**src/rtl/rip_axi_master_arbiter.sv**
```systemverilog
// Round-robin arbiter sharing one rip_axi_master command port between NUM_REQ
// requesters; read and write channels are arbitrated independently.
module rip_axi_master_arbiter #(
  parameter  int NUM_REQ    = 2,
  parameter  int ADDR_WIDTH = 32,
  parameter  int DATA_WIDTH = 32,
  localparam int IDX_W      = $clog2(NUM_REQ),
  localparam int STRB_W     = DATA_WIDTH / 8
) (
  input  logic                           clk,
  input  logic                           rstn,
  input  logic [NUM_REQ-1:0]             req_wvalid,
  input  logic [NUM_REQ*ADDR_WIDTH-1:0]  req_waddr,
  input  logic [NUM_REQ*DATA_WIDTH-1:0]  req_wdata,
  input  logic [NUM_REQ*STRB_W-1:0]      req_wstrb,
  output logic [NUM_REQ-1:0]             req_wready,
  output logic [NUM_REQ-1:0]             req_wdone,
  input  logic [NUM_REQ-1:0]             req_rvalid,
  input  logic [NUM_REQ*ADDR_WIDTH-1:0]  req_raddr,
  output logic [NUM_REQ-1:0]             req_rready,
  output logic [NUM_REQ-1:0]             req_rdone,
  output logic [DATA_WIDTH-1:0]          req_rdata,
  input  logic                           m_wready,
  input  logic                           m_wdone,
  input  logic                           m_rready,
  input  logic                           m_rdone,
  input  logic [DATA_WIDTH-1:0]          m_rdata,
  output logic [ADDR_WIDTH-1:0]          m_waddr,
  output logic [DATA_WIDTH-1:0]          m_wdata,
  output logic [STRB_W-1:0]              m_wstrb,
  output logic                           m_wvalid,
  output logic [ADDR_WIDTH-1:0]          m_raddr,
  output logic                           m_rvalid,
  output logic [IDX_W-1:0]               w_grant,
  output logic [IDX_W-1:0]               r_grant,
  output logic [1:0]                     busy
);

  // Handshake: a requester's request is accepted in the cycle req_*ready[i] is
  // high (only in IDLE); m_*valid holds until m_*ready, then req_*done[grant]
  // follows m_*done combinationally while the channel waits for completion.

  typedef enum logic [1:0] {ST_IDLE, ST_ISSUE, ST_WAIT} state_e;

  state_e            w_state, r_state;
  logic [IDX_W-1:0]  w_ptr, r_ptr;
  logic [IDX_W-1:0]  w_pick, r_pick;
  logic              w_found, r_found;

  // First set bit at or above ptr, wrapping; the rotate puts ptr at bit 0.
  function automatic logic [IDX_W-1:0] rr_pick(input logic [NUM_REQ-1:0] valid,
                                               input logic [IDX_W-1:0]   ptr);
    logic [2*NUM_REQ-1:0] dbl;
    logic [IDX_W:0]       sum;
    logic [IDX_W-1:0]     pick;
    dbl  = {valid, valid} >> ptr;
    pick = '0;
    for (int k = NUM_REQ - 1; k >= 0; k--) begin
      if (dbl[k]) begin
        sum = {1'b0, ptr} + (IDX_W+1)'(k);
        if (sum >= (IDX_W+1)'(NUM_REQ)) sum = sum - (IDX_W+1)'(NUM_REQ);
        pick = sum[IDX_W-1:0];
      end
    end
    return pick;
  endfunction

  // Wraps modulo NUM_REQ so non power-of-two counts never reach unused indices.
  function automatic logic [IDX_W-1:0] next_idx(input logic [IDX_W-1:0] g);
    return (g == IDX_W'(NUM_REQ - 1)) ? '0 : g + 1'b1;
  endfunction

  assign w_found   = |req_wvalid;
  assign r_found   = |req_rvalid;
  assign w_pick    = rr_pick(req_wvalid, w_ptr);
  assign r_pick    = rr_pick(req_rvalid, r_ptr);
  assign req_rdata = m_rdata;
  assign busy      = {r_state != ST_IDLE, w_state != ST_IDLE};

  always_comb begin
    req_wready = '0;
    req_wdone  = '0;
    req_rready = '0;
    req_rdone  = '0;
    if (rstn && w_state == ST_IDLE && w_found) req_wready[w_pick]  = 1'b1;
    if (w_state == ST_WAIT && m_wdone)         req_wdone[w_grant]  = 1'b1;
    if (rstn && r_state == ST_IDLE && r_found) req_rready[r_pick]  = 1'b1;
    if (r_state == ST_WAIT && m_rdone)         req_rdone[r_grant]  = 1'b1;
  end

  always_ff @(posedge clk or negedge rstn) begin
    if (!rstn) begin
      w_state  <= ST_IDLE;
      w_ptr    <= '0;
      w_grant  <= '0;
      m_wvalid <= 1'b0;
      m_waddr  <= '0;
      m_wdata  <= '0;
      m_wstrb  <= '0;
    end else begin
      case (w_state)
        ST_IDLE: if (w_found) begin
          m_waddr  <= req_waddr[w_pick*ADDR_WIDTH +: ADDR_WIDTH];
          m_wdata  <= req_wdata[w_pick*DATA_WIDTH +: DATA_WIDTH];
          m_wstrb  <= req_wstrb[w_pick*STRB_W +: STRB_W];
          w_grant  <= w_pick;
          m_wvalid <= 1'b1;
          w_state  <= ST_ISSUE;
        end
        ST_ISSUE: if (m_wready) begin
          m_wvalid <= 1'b0;
          w_state  <= ST_WAIT;
        end
        ST_WAIT: if (m_wdone) begin
          w_ptr   <= next_idx(w_grant);
          w_state <= ST_IDLE;
        end
        default: w_state <= ST_IDLE;
      endcase
    end
  end

  always_ff @(posedge clk or negedge rstn) begin
    if (!rstn) begin
      r_state  <= ST_IDLE;
      r_ptr    <= '0;
      r_grant  <= '0;
      m_rvalid <= 1'b0;
      m_raddr  <= '0;
    end else begin
      case (r_state)
        ST_IDLE: if (r_found) begin
          m_raddr  <= req_raddr[r_pick*ADDR_WIDTH +: ADDR_WIDTH];
          r_grant  <= r_pick;
          m_rvalid <= 1'b1;
          r_state  <= ST_ISSUE;
        end
        ST_ISSUE: if (m_rready) begin
          m_rvalid <= 1'b0;
          r_state  <= ST_WAIT;
        end
        ST_WAIT: if (m_rdone) begin
          r_ptr   <= next_idx(r_grant);
          r_state <= ST_IDLE;
        end
        default: r_state <= ST_IDLE;
      endcase
    end
  end

endmodule

```
**config.mk**
```make
export PLATFORM = sky130hd
export DESIGN_NAME = rip_axi_master_arbiter
export DESIGN_NICKNAME = d
export VERILOG_FILES = /design/src/rtl/rip_axi_master_arbiter.sv
export SDC_FILE = /design/constraint.sdc
export NUM_CORES = 1
export LEC_CHECK = 0
export ABC_CLOCK_PERIOD_IN_PS = 4000
export CORE_AREA = 5 5 149 151
export CTS_CLUSTER_DIAMETER = 200
export CTS_CLUSTER_SIZE = 25
export DETAILED_ROUTE_END_ITERATION = 7
export DIE_AREA = 0 0 154 156
export PLACE_DENSITY = 0.67
export SYNTH_ARGS = -nofsm -noshare
export SYNTH_HDL_FRONTEND = slang
export SYNTH_SLANG_ARGS = --single-unit
```
**constraint.sdc**
```tcl
create_clock -name clk -period 4 [get_ports clk]
set_input_delay 0.8 -clock clk [delete_from_list [all_inputs] [get_ports clk]]
set_output_delay 0.8 -clock clk [all_outputs]
set_load 0.05 [all_outputs]
```
# Yosys cells after proc, flatten, opt, wreduce, memory -nomap -nowiden
# Index checks and enable logic that the tools add are counted.
# op_classes
addsub	8
multipliers	0
div_mod_pow	0
n_lt_le_gt_ge	12
eq_ne	10
shift	6
muxes	36
bitwise	0
reduce_logical	26
# op_table
op	count
$shiftx A64 B7 Y32	3
$mux W2	10
$mux W1	18
$ne A2 B2 Y1 const B	6
$pmux W2 S3	2
$reduce_and A3 Y1	4
$logic_and A1 B1 Y1	10
$lt A1 B2 Y1 const B	4
$reduce_and A2 Y1	4
$reduce_bool A2 Y1	4
$shiftx A8 B4 Y4	1
$shr A4 B1 Y2	2
$add A1 B1 Y2 const B	2
$demux W1 S1	4
$eq A2 B1 Y1 const B	2
$eq A2 B2 Y1 const B	2
$ge A1 B1 Y1 const B	4
$ge A1 B2 Y1 const B	2
$ge A2 B2 Y1 const B	2
$logic_not A2 Y1	2
$pmux W1 S2	2
$reduce_or A2 Y1	2
$sub A1 B1 Y1 const B	4
$add A1 B1 Y1 const B	2
# word_totals
regBits	110
latchBits	0
ram_bits	0
rom_bits	0
input_bits	242
output_inout_bits	146
word_cells	110
memories	0

# Depth between registers and ports, before layout
# Gate-level depths: netlist of the first run.
# logic_depth
ltp_word	10
mapped_depth	8
depth_no_buf	3

# Least setup slack after synthesis of the first run
# OpenSTA, ideal clock, no wires.
# synth_timing
kind	input to output
start	input port req_wvalid[1]
end	output port req_wready[0]
arrival_ps	2629
required_ps	3200
path_slack_ps	571
stages	6
path_buffers	3
path_cell_list	buf_2 > or2_1 > buf_2 > buf_2 > nand2_1 > nor3b_1
# synth_via
elab_chain_cells	8
elab_cells_between_ends	11
classes_between	order compare: 2; shift: 1; mux: 5; reduce/logical: 3
# synth_lines
element	line	rtl
from (decl)	12	input logic [NUM_REQ-1:0] req_wvalid,
$shr A4 B1 Y2	56	dbl = {valid, valid} >> ptr;
$mux W1 (2 in series)	59	if (dbl[k]) begin
$lt A1 B2 Y1 (implied by the code) or $ge A1 B1 Y1 (tied branches)	85	if (rstn && w_state == ST_IDLE && w_found) req_wready[w_pick] = 1'b1;
$logic_and A1 B1 Y1 (implied by the code)	85	
$mux W1 (implied by the code)	85	
$demux W1 S1	85	
$mux W2 *	85	
to (decl)	16	output logic [NUM_REQ-1:0] req_wready,
# Every way passes the cells marked *; elsewhere a longest branch is shown, timed or not.

# Final worst setup path of the first run
# layout_timing
start	input port m_wdone
end	output port req_wdone[1]
# layout_via
elab_chain_cells	2
# layout_lines
element	line	rtl
from (decl)	24	input logic m_wdone,
$logic_and A1 B1 Y1	86	if (w_state == ST_WAIT && m_wdone) req_wdone[w_grant] = 1'b1;
$mux W2	86	
to (decl)	17	output logic [NUM_REQ-1:0] req_wdone,
# No other way between the ends.

==> flow_summary.yaml, run 1 <==
logic_synthesis:
  ys_ff_latch: 110
  synthDistinctLibCells: 24
  synthFlopType: "dfrtp_1"
  synthCells: 669
  ys_seq_area_frac: 0.482
  async_flop_share: 1.00
  yosysMostFrequentCell: "dfrtp_1"
  yosysWarnings: 0
  syn_nets: 911
  yosys.area.top_type: "dfrtp_1"
  synth_area_leaders: "dfrtp_1 (48%), a31oi_1 (11%), o21ai_0 (9.1%)"
  syn_area_um2: 5710
  synth_common_cells: "dfrtp_1 (110), o21ai_0 (104), a21oi_1 (102)"
  synth_edf_count: 0
  synth_top_area_share: 0.482
  syn_area_per_cell_um2: 8.54
place:
  placed_cell_area_um2: 8930
  port_buffers: 323
  hpwl_um: 16500
  place_congestion: 0.874
die:
  dieArea_um2: 24000
  rows: 53
  coreArea_um2: 20700
  io_pins: 388
  die_x_um: 154
  start_util: 0.276
  fp.dieH_um: 156
sta:
  setup_violations: 0
  worst_slew_pin_slew_ns: 0.837
  finalHoldViolCount: 0
  fin_skew_ns: 0.0153
  hold_ws_ns: 0.253
  min_period_ns: 3.15
  fin_setup_tns_ns: 0
  timing.final.crit_share: 0.787
  rsz0062_at_grt: "false"
  relSlewSlack: 0.442
  max_freq_mhz: 318
  drv_slew: 0
pwr:
  power_density_nw_per_um2: 864
  p_leak_nw: 3.46
  switching_share: 0.520
  combPwrFrac: 0.629
  p_int_mw: 3.83
  sequentialPowerShare: 0.253
  finalPower_mw: 7.97
  pwr-share-clk: 0.118
  switchingPower_mw: 4.14
  ir_drop_mv: 0.404
global_route:
  grt_use_total: 0.192
  grt_overflow: 0
  grt_max_degree: 72
  grt_pass1_vias: 6269
  grt_antenna_before_repair: 0
  grt_pass1_wl_um: 36700
clocking:
  clockBufferDepth: 2
  path_clk_slew_ns: 0.08
  ctsResizeCount: 0
  root_buffer: "clkbuf_16"
  cts_tree: "yes"
  worstSkewPairLatency_ns: 0.36
  cts_buffers: 9
  cts.htree.levels: 3
  post-cts-setup-buffers: 0
  holdBufCountCts: 0
  cts_sinks: 110
drt:
  vias_per_cell: 5.27
  drc_errors: 0
  drtIter0Drc: 450
  drt_first_pass_iters: 5
  drtAntennaViolNets: 0
  via_count: 6270
  routed_wl_um: 24100
  wire_per_inst_um: 20.2
run_status:
  status: "finished, final reports clean"
setup_path:
  cp_max_fo: 4
  crit_type: "input pin to primary output"
  cp.arrival_ns: 2.35
  end_kind: "primary output"
  cp-start-kind: "input pin"
  required_ns: 3.20
min_path:
  hold_class: "input pin to async pin"
final_layout:
  final_util: 0.446
  diodes: 0
  drive_gt1_frac: 0.0492
  area_growth_syn_to_layout_pct: 61.5
  fin_nets: 1153
  design_area_um2: 9230
run:
  maxCapViolCount: 0
-- worst paths after layout --
path                       slack (ns)              startpoint                 endpoint  depth (start not counted)
min in group clk                 0.49    m_wvalid$_DFFE_PN0P_     m_wvalid$_DFFE_PN0P_                          2
hold / removal                   0.25                    rstn  m_raddr[29]$_DFFE_PN0P_                          1
max in group asynchronous        2.76                    rstn  m_waddr[12]$_DFFE_PN0P_                          2
hold reg to reg                  0.49    m_wvalid$_DFFE_PN0P_     m_wvalid$_DFFE_PN0P_                          2
setup reg to reg                 1.73  r_state[1]$_DFFE_PN0P_  m_raddr[21]$_DFFE_PN0P_                          5
setup / recovery                 0.85                 m_wdone             req_wdone[1]                          3
-- power groups by stage --
stage | Sequential, mW | Combinational, mW | Clock [mW]
global placement | 2.02 | 5.03 | 0
CTS | 2.02 | 5.05 | 0.974
floorplan | 3.83 | 1.45 | 0
finish | 2.02 | 5.01 | 0.938
global route | 2.09 | 5.30 | 1.02
detailed placement | 2.03 | 5.05 | 0
-- flip-flops by register name (all words and copies together) (netlist names) --
name      cells
m_raddr      32
m_waddr      32
m_wdata      32
m_wstrb       4
r_state       2
w_state       2
m_rvalid      1
m_wvalid      1
r_grant       1
r_ptr         1
w_grant       1
w_ptr         1
-- critical path, stage by stage --
cell and delay, ns:
clkdlybuf4s50_1 0.55, and3_1 0.20, clkdlybuf4s50_1 0.81
-- routing by layer --
metal | vias to the layer above | track usage | part of all wire
met5 | - | 0 | 0
met4 | 0 | 0.0765 | 0.038
met3 | 61 | 0.0516 | 0.085
met2 | 324 | 0.313 | 0.48
met1 | 2966 | 0.242 | 0.39
li1 | 2919 | - | -
-- layout make-up --
cell class / count / area [um2]
clock buffer: 10 / 229
tap: 275 / 344
timing repair buffer: 340 / 3420
fill: 2051 / 11500
sequential: 110 / 2750
inverter: 4 / 15.0
clock inverter: 5 / 65.1
multi-input combinational: 446 / 2400
-- kinds of logic after synthesis --
kind of cell | share of synthesized area
flops | 0.482
compound gates | 0.293
simple gates | 0.123
buf+inv | 0.102
-- layout by cell type (no fill, tap or decap), types with 4 or more instances in the layout --
cell type / netlist / final
clkdlybuf4s50_1: 0 / 317
dfrtp_1: 110 / 110
o21ai_0: 104 / 104
a21oi_1: 102 / 102
nand3_1: 100 / 100
a31oi_1: 100 / 100
buf_4: 32 / 16
clkbuf_16: 0 / 9
nand2_1: 8 / 8
nor2_1: 8 / 6
buf_12: 0 / 6
nand2b_1: 6 / 5
and3_1: 4 / 4
-- through the flow --
step | cells | setup WS, ns
floorplan | 669 | 0.571
global placement | 1175 | 0.879
detailed placement | 1175 | 0.865
CTS | 1190 | 0.865
global route | 1190 | 0.807
finish | 1190 | 0.851
Note: power is estimated with default switching activity, not from simulation.
==> inputs of run 2 (changes only) <==
--- a/config.mk
+++ b/config.mk
@@ -5,7 +5,7 @@
 export SDC_FILE = /design/constraint.sdc
 export NUM_CORES = 1
 export LEC_CHECK = 0
-export ABC_CLOCK_PERIOD_IN_PS = 4000
+export ABC_CLOCK_PERIOD_IN_PS = 2900
 export CORE_AREA = 5 5 149 151
 export CTS_CLUSTER_DIAMETER = 200
 export CTS_CLUSTER_SIZE = 25
==> constraint.sdc (replaced) <==
create_clock -name clk -period 2.9 [get_ports clk]
set_input_delay 0.58 -clock clk [delete_from_list [all_inputs] [get_ports clk]]
set_output_delay 0.58 -clock clk [all_outputs]
set_load 0.05 [all_outputs]
==> flow_summary.yaml, run 2 (synthesis gave the netlist of run 1 again) <==
run_status:
  status: "finished, final reports clean"
final_layout:
  reg_top3: "m_raddr (32), m_waddr (32), m_wdata (32)"
  final_common_cell: "clkdlybuf4s50_1"
  final_cell_mix: "clkdlybuf4s50_1 (312), dfrtp_1 (110), o21ai_0 (104), a21oi_1 (102)"
  fill_cells: 2048
  fin_nets: 1160
  area_growth_syn_to_layout_pct: 62.7
  drive_gt1_frac: 0.0639
  fin_cells: 1199
drt:
  routed_wl_um: 24200
  drc_errors: 0
  wire_per_inst_um: 20.2
  drt_first_pass_iters: 5
  drtAntennaViolNets: 0
  vias_per_cell: 5.19
  via_count: 6227
  drtIter0Drc: 434
clocking:
  worstSkewPairLatency_ns: 0.36
  cts.htree.levels: 3
  clockBufferDepth: 2
  post-cts-setup-buffers: 0
  path_clk_slew_ns: 0.09
  cts_buffers: 9
  holdBufCountCts: 0
  cts_sinks: 110
  ctsResizeCount: 0
  root_buffer: "clkbuf_16"
  cts_tree: "yes"
place:
  place_congestion: 0.839
  hpwl_um: 16900
  placed_cells: 1182
  port_buffers: 323
global_route:
  grt_use_total: 0.191
  grt_pass1_wl_um: 36400
  grt_overflow: 0
  grt_pass1_vias: 6205
  grt_max_degree: 70
  grt_antenna_before_repair: 1
pwr:
  combPwrFrac: 0.630
  ir_drop_mv: 0.472
  power_density_nw_per_um2: 1190
  p_leak_nw: 3.51
  switchingPower_mw: 5.71
  pwr-share-clk: 0.117
  p_int_mw: 5.31
  switching_share: 0.518
  sequentialPowerShare: 0.254
setup_path:
  cp_max_fo: 7
  required_ns: 2.32
  end_kind: "primary output"
  cpMaxStageDelayCell: "clkdlybuf4s50_1"
  max_stage_delay_ns: 0.58
  ff2ff_path_depth: 5
  regToRegSetupSlack_ns: 1.00
  crit_chain: "clkdlybuf4s50_1 > inv_1 > nor2_1 > and3_1 > buf_12"
  crit_type: "input pin to primary output"
  cp-start-kind: "input pin"
  cp.arrival_ns: 1.85
die:
  fp.dieH_um: 156
  coreArea_um2: 20700
  rows: 53
  dieArea_um2: 24000
  start_util: 0.276
  die_x_um: 154
  io_pins: 388
run:
  maxCapViolCount: 0
sta:
  drv_slew: 0
  fin_skew_ns: 0.0134
  rsz0062_at_grt: "false"
  worst_slew_pin_slew_ns: 0.702
  timing.final.crit_share: 0.837
  fin_setup_tns_ns: 0
  setup_violations: 0
  min_period_ns: 2.43
  relSlewSlack: 0.532
  finalHoldViolCount: 0
  max_freq_mhz: 412
min_path:
  hold_class: "input pin to async pin"
==> run 2: cell types whose count changed in the layout (fill, tap and decap cells not counted), sizes merged <==
cell           previous run  this run
buf                      23        35
clkdlybuf4s50           317       312
clkinv                    1         4
inv                       7         5
diode                     0         1
==> run 2: power by group through the flow <==
stage / Combinational, mW / Sequential, mW / Clock (mW)
2_1_floorplan: 2.00 / 5.28 / 0
3_3_place_gp: 6.96 / 2.79 / 0
3_5_place_dp: 7.00 / 2.82 / 0
4_1_cts: 7.00 / 2.81 / 1.33
5_1_grt: 7.30 / 2.91 / 1.39
6_report: 6.94 / 2.80 / 1.28
==> run 2: per-stage QoR <==
stage | utilization | power [mW] | setup slack (ns) | hold slack [ns] | instance area (um2)
detailed placement | 0.435 | 9.82 | 0.447 | 0.468 | 8990
global placement | 0.435 | 9.75 | 0.490 | 0.468 | 8990
floorplan | - | 7.28 | 0.399 | 0.284 | 5720
global route | 0.449 | 11.6 | 0.390 | 0.125 | 9290
finish | 0.449 | 11.0 | 0.473 | 0.125 | 9290
CTS | 0.449 | 11.1 | 0.450 | 0.121 | 9290
==> run 2: final timing paths <==
path                                         from                      end
setup / recovery                    req_rvalid[1]            req_rready[1]
hold / removal                               rstn   m_wdata[9]$_DFFE_PN0P_
setup reg to reg           w_state[0]$_DFFE_PN0P_  m_waddr[11]$_DFFE_PN0P_
hold reg to reg              m_rvalid$_DFFE_PN0P_     m_rvalid$_DFFE_PN0P_
max in group asynchronous                    rstn  m_wdata[12]$_DFFE_PN0P_
min in group clk             m_rvalid$_DFFE_PN0P_     m_rvalid$_DFFE_PN0P_
==> run 2: critical path: cells and delay by family <==
kind,cells,cell delay (ns)
buffers and inverters,3,0.81
and+or+nand+nor,2,0.46
==> run 2: final cells by class <==
type | count | area, um2 | share of cell area
Timing Repair Buffer | 347 | 3470 | 0.374
Multi-Input combinational cell | 446 | 2410 | 0.259
Antenna cell | 1 | 2.50 | 0.000269
Sequential cell | 110 | 2750 | 0.296
Tap cell | 275 | 344 | 0.0370
Inverter | 4 | 15.0 | 0.00162
Clock buffer | 10 | 229 | 0.0246
Clock inverter | 6 | 70.1 | 0.00754
==> run 2: metal layers <==
metal | track usage | part of all wire | vias to the layer above | routed length (um)
li1 | - | - | 2935 | -
met1 | 0.239 | 0.40 | 2972 | 9670
met2 | 0.323 | 0.50 | 265 | 12100
met3 | 0.0361 | 0.065 | 55 | 1570
met4 | 0.0854 | 0.034 | 0 | 828
met5 | 0 | 0 | - | 0
==> inputs of run 3 (changes only) <==
--- a/config.mk
+++ b/config.mk
@@ -5,13 +5,13 @@
 export SDC_FILE = /design/constraint.sdc
 export NUM_CORES = 1
 export LEC_CHECK = 0
-export ABC_CLOCK_PERIOD_IN_PS = 2900
+export ABC_CLOCK_PERIOD_IN_PS = 2100
 export CORE_AREA = 5 5 149 151
 export CTS_CLUSTER_DIAMETER = 200
 export CTS_CLUSTER_SIZE = 25
 export DETAILED_ROUTE_END_ITERATION = 7
 export DIE_AREA = 0 0 154 156
-export PLACE_DENSITY = 0.67
+export PLACE_DENSITY = 0.7
 export SYNTH_ARGS = -nofsm -noshare
 export SYNTH_HDL_FRONTEND = slang
 export SYNTH_SLANG_ARGS = --single-unit
==> constraint.sdc (replaced) <==
create_clock -name clk -period 2.1 [get_ports clk]
set_input_delay 0.42 -clock clk [delete_from_list [all_inputs] [get_ports clk]]
set_output_delay 0.42 -clock clk [all_outputs]
set_load 0.05 [all_outputs]
==> flow_summary.yaml, run 3 (synthesis gave the netlist of run 1 again) <==
die:
  coreArea_um2: 20700
  rows: 53
  dieArea_um2: 24000
  start_util: 0.276
  fp.dieH_um: 156
  io_pins: 388
  die_x_um: 154
sta:
  timing.final.crit_share: 0.968
  relSlewSlack: 0.444
  setup_violations: 0
  min_period_ns: 2.03
  finalHoldViolCount: 0
  fin_skew_ns: 0.0158
  worst_slew_pin_slew_ns: 0.832
  rsz0062_at_grt: "false"
  final.setup.worst_slack_ns: 0.0676
  drv_slew: 0
  max_freq_mhz: 492
clocking:
  root_buffer: "clkbuf_16"
  cts.htree.levels: 3
  worstSkewPairLatency_ns: 0.35
  cts_tree: "yes"
  cts_buffers: 9
  clockBufferDepth: 2
  path_clk_slew_ns: 0.08
  cts_sinks: 110
final_layout:
  area_growth_syn_to_layout_pct: 65.0
  reg_top3: "m_raddr (32), m_waddr (32), m_wdata (32)"
  final_common_cell: "clkdlybuf4s50_1"
  final_cell_mix: "clkdlybuf4s50_1 (305), dfrtp_1 (110), o21ai_0 (104), a21oi_1 (102)"
  final_util: 0.455
  diodes: 0
  drive_gt1_frac: 0.0775
  design_area_um2: 9420
  fin_nets: 1167
pwr:
  power_density_nw_per_um2: 1630
  switchingPower_mw: 7.92
  p_leak_nw: 3.60
  pwr-share-clk: 0.116
  switching_share: 0.515
  p_int_mw: 7.46
  sequentialPowerShare: 0.251
  ir_drop_mv: 0.880
  combPwrFrac: 0.634
drt:
  drt_first_pass_iters: 4
  vias_per_cell: 5.27
  drc_errors: 0
  drtIter0Drc: 363
  met1Wirelength_um: 9440
  routed_wl_um: 23600
  via_count: 6342
  dr_wl_met3_um: 1810
  drtAntennaViolNets: 0
  wire_per_inst_um: 19.6
  wl_met2_um: 11600
  top_layer: "met4"
global_route:
  grt_max_degree: 69
  grt_pass1_vias: 6151
  grt_overflow: 0
  grt_use_total: 0.184
  grt_antenna_before_repair: 0
  grt_pass1_wl_um: 35600
place:
  place_ws_ns: -0.0692
  hpwl_um: 16600
  port_buffers: 323
  place_congestion: 0.918
  placed_cell_area_um2: 9090
min_path:
  hold_class: "input pin to async pin"
setup_path:
  cp-start-kind: "input pin"
  end_kind: "primary output"
  required_ns: 1.68
  crit_type: "input pin to primary output"
  cp_max_fo: 3
  cp.arrival_ns: 1.61
  ff2ff_path_depth: 4
run_status:
  status: "finished, final reports clean"
run:
  maxCapViolCount: 0
## run 3: what timing repair did
| action | 4_1_cts | 5_1_grt |
|---|---|---|
| endpoints found under the setup margin | 2 | 3 |
| gates resized for setup | 1 | 4 |
| buffers inserted | 0 | 2 |
| hold buffers | 1 | 0 |
| endpoints found under the hold margin | 16 | 0 |
| pin swaps | 1 | 3 |
## run 3: area by class of cell
class                   count  area (um2)
inverters                   4        15.0
multi-input cells         446        2440
well taps                 275         344
flip-flops and latches    110        2750
clock buffers               9         225
repair buffers            354        3580
fillers                  2042       11300
clock inverters             6        70.1
## run 3: metrics by stage
step	cells	total power, mW	TNS, ns	hold slack, ns
6_report	1204	15.4	0	0.155
2_1_floorplan	669	10.1	0	0.124
4_1_cts	1202	15.5	0	0.155
3_3_place_gp	1186	13.5	-0.0353	0.353
5_1_grt	1204	16.2	0	0.172
3_5_place_dp	1186	13.6	-0.385	0.360
## run 3: worst paths after layout
path                                      start                 endpoint  slack, ns
setup / recovery                  req_rvalid[1]            req_rready[0]       0.07
min in group clk           m_wvalid$_DFFE_PN0P_     m_wvalid$_DFFE_PN0P_       0.49
hold reg to reg            m_wvalid$_DFFE_PN0P_     m_wvalid$_DFFE_PN0P_       0.49
setup reg to reg              w_ptr$_DFFE_PN0N_  m_wdata[30]$_DFFE_PN0P_       0.48
max in group asynchronous                  rstn  m_waddr[19]$_DFFE_PN0P_       0.75
hold / removal                             rstn  m_raddr[24]$_DFFE_PN0P_       0.16
## run 3: worst max-delay path, cell delays in order
cell,delay (ns)
clkdlybuf4s50_1,0.52
or2_1,0.14
nand2_1,0.11
nor3b_4,0.24
buf_12,0.17
## run 3: power by group through the flow
stage	sequential [mW]	combinational, mW	clock, mW
finish	3.85	9.75	1.78
global route	4.00	10.3	1.91
CTS	3.86	9.76	1.84
detailed placement	3.88	9.75	0
global placement	3.85	9.67	0
floorplan	7.29	2.78	0
## run 3: metal layers
| metal | vias to the layer above | GRT usage |
|---|---|---|
| li1 | 2951 | - |
| met1 | 3092 | 0.227 |
| met2 | 249 | 0.309 |
| met3 | 50 | 0.0474 |
| met4 | 0 | 0.0715 |
| met5 | - | 0 |
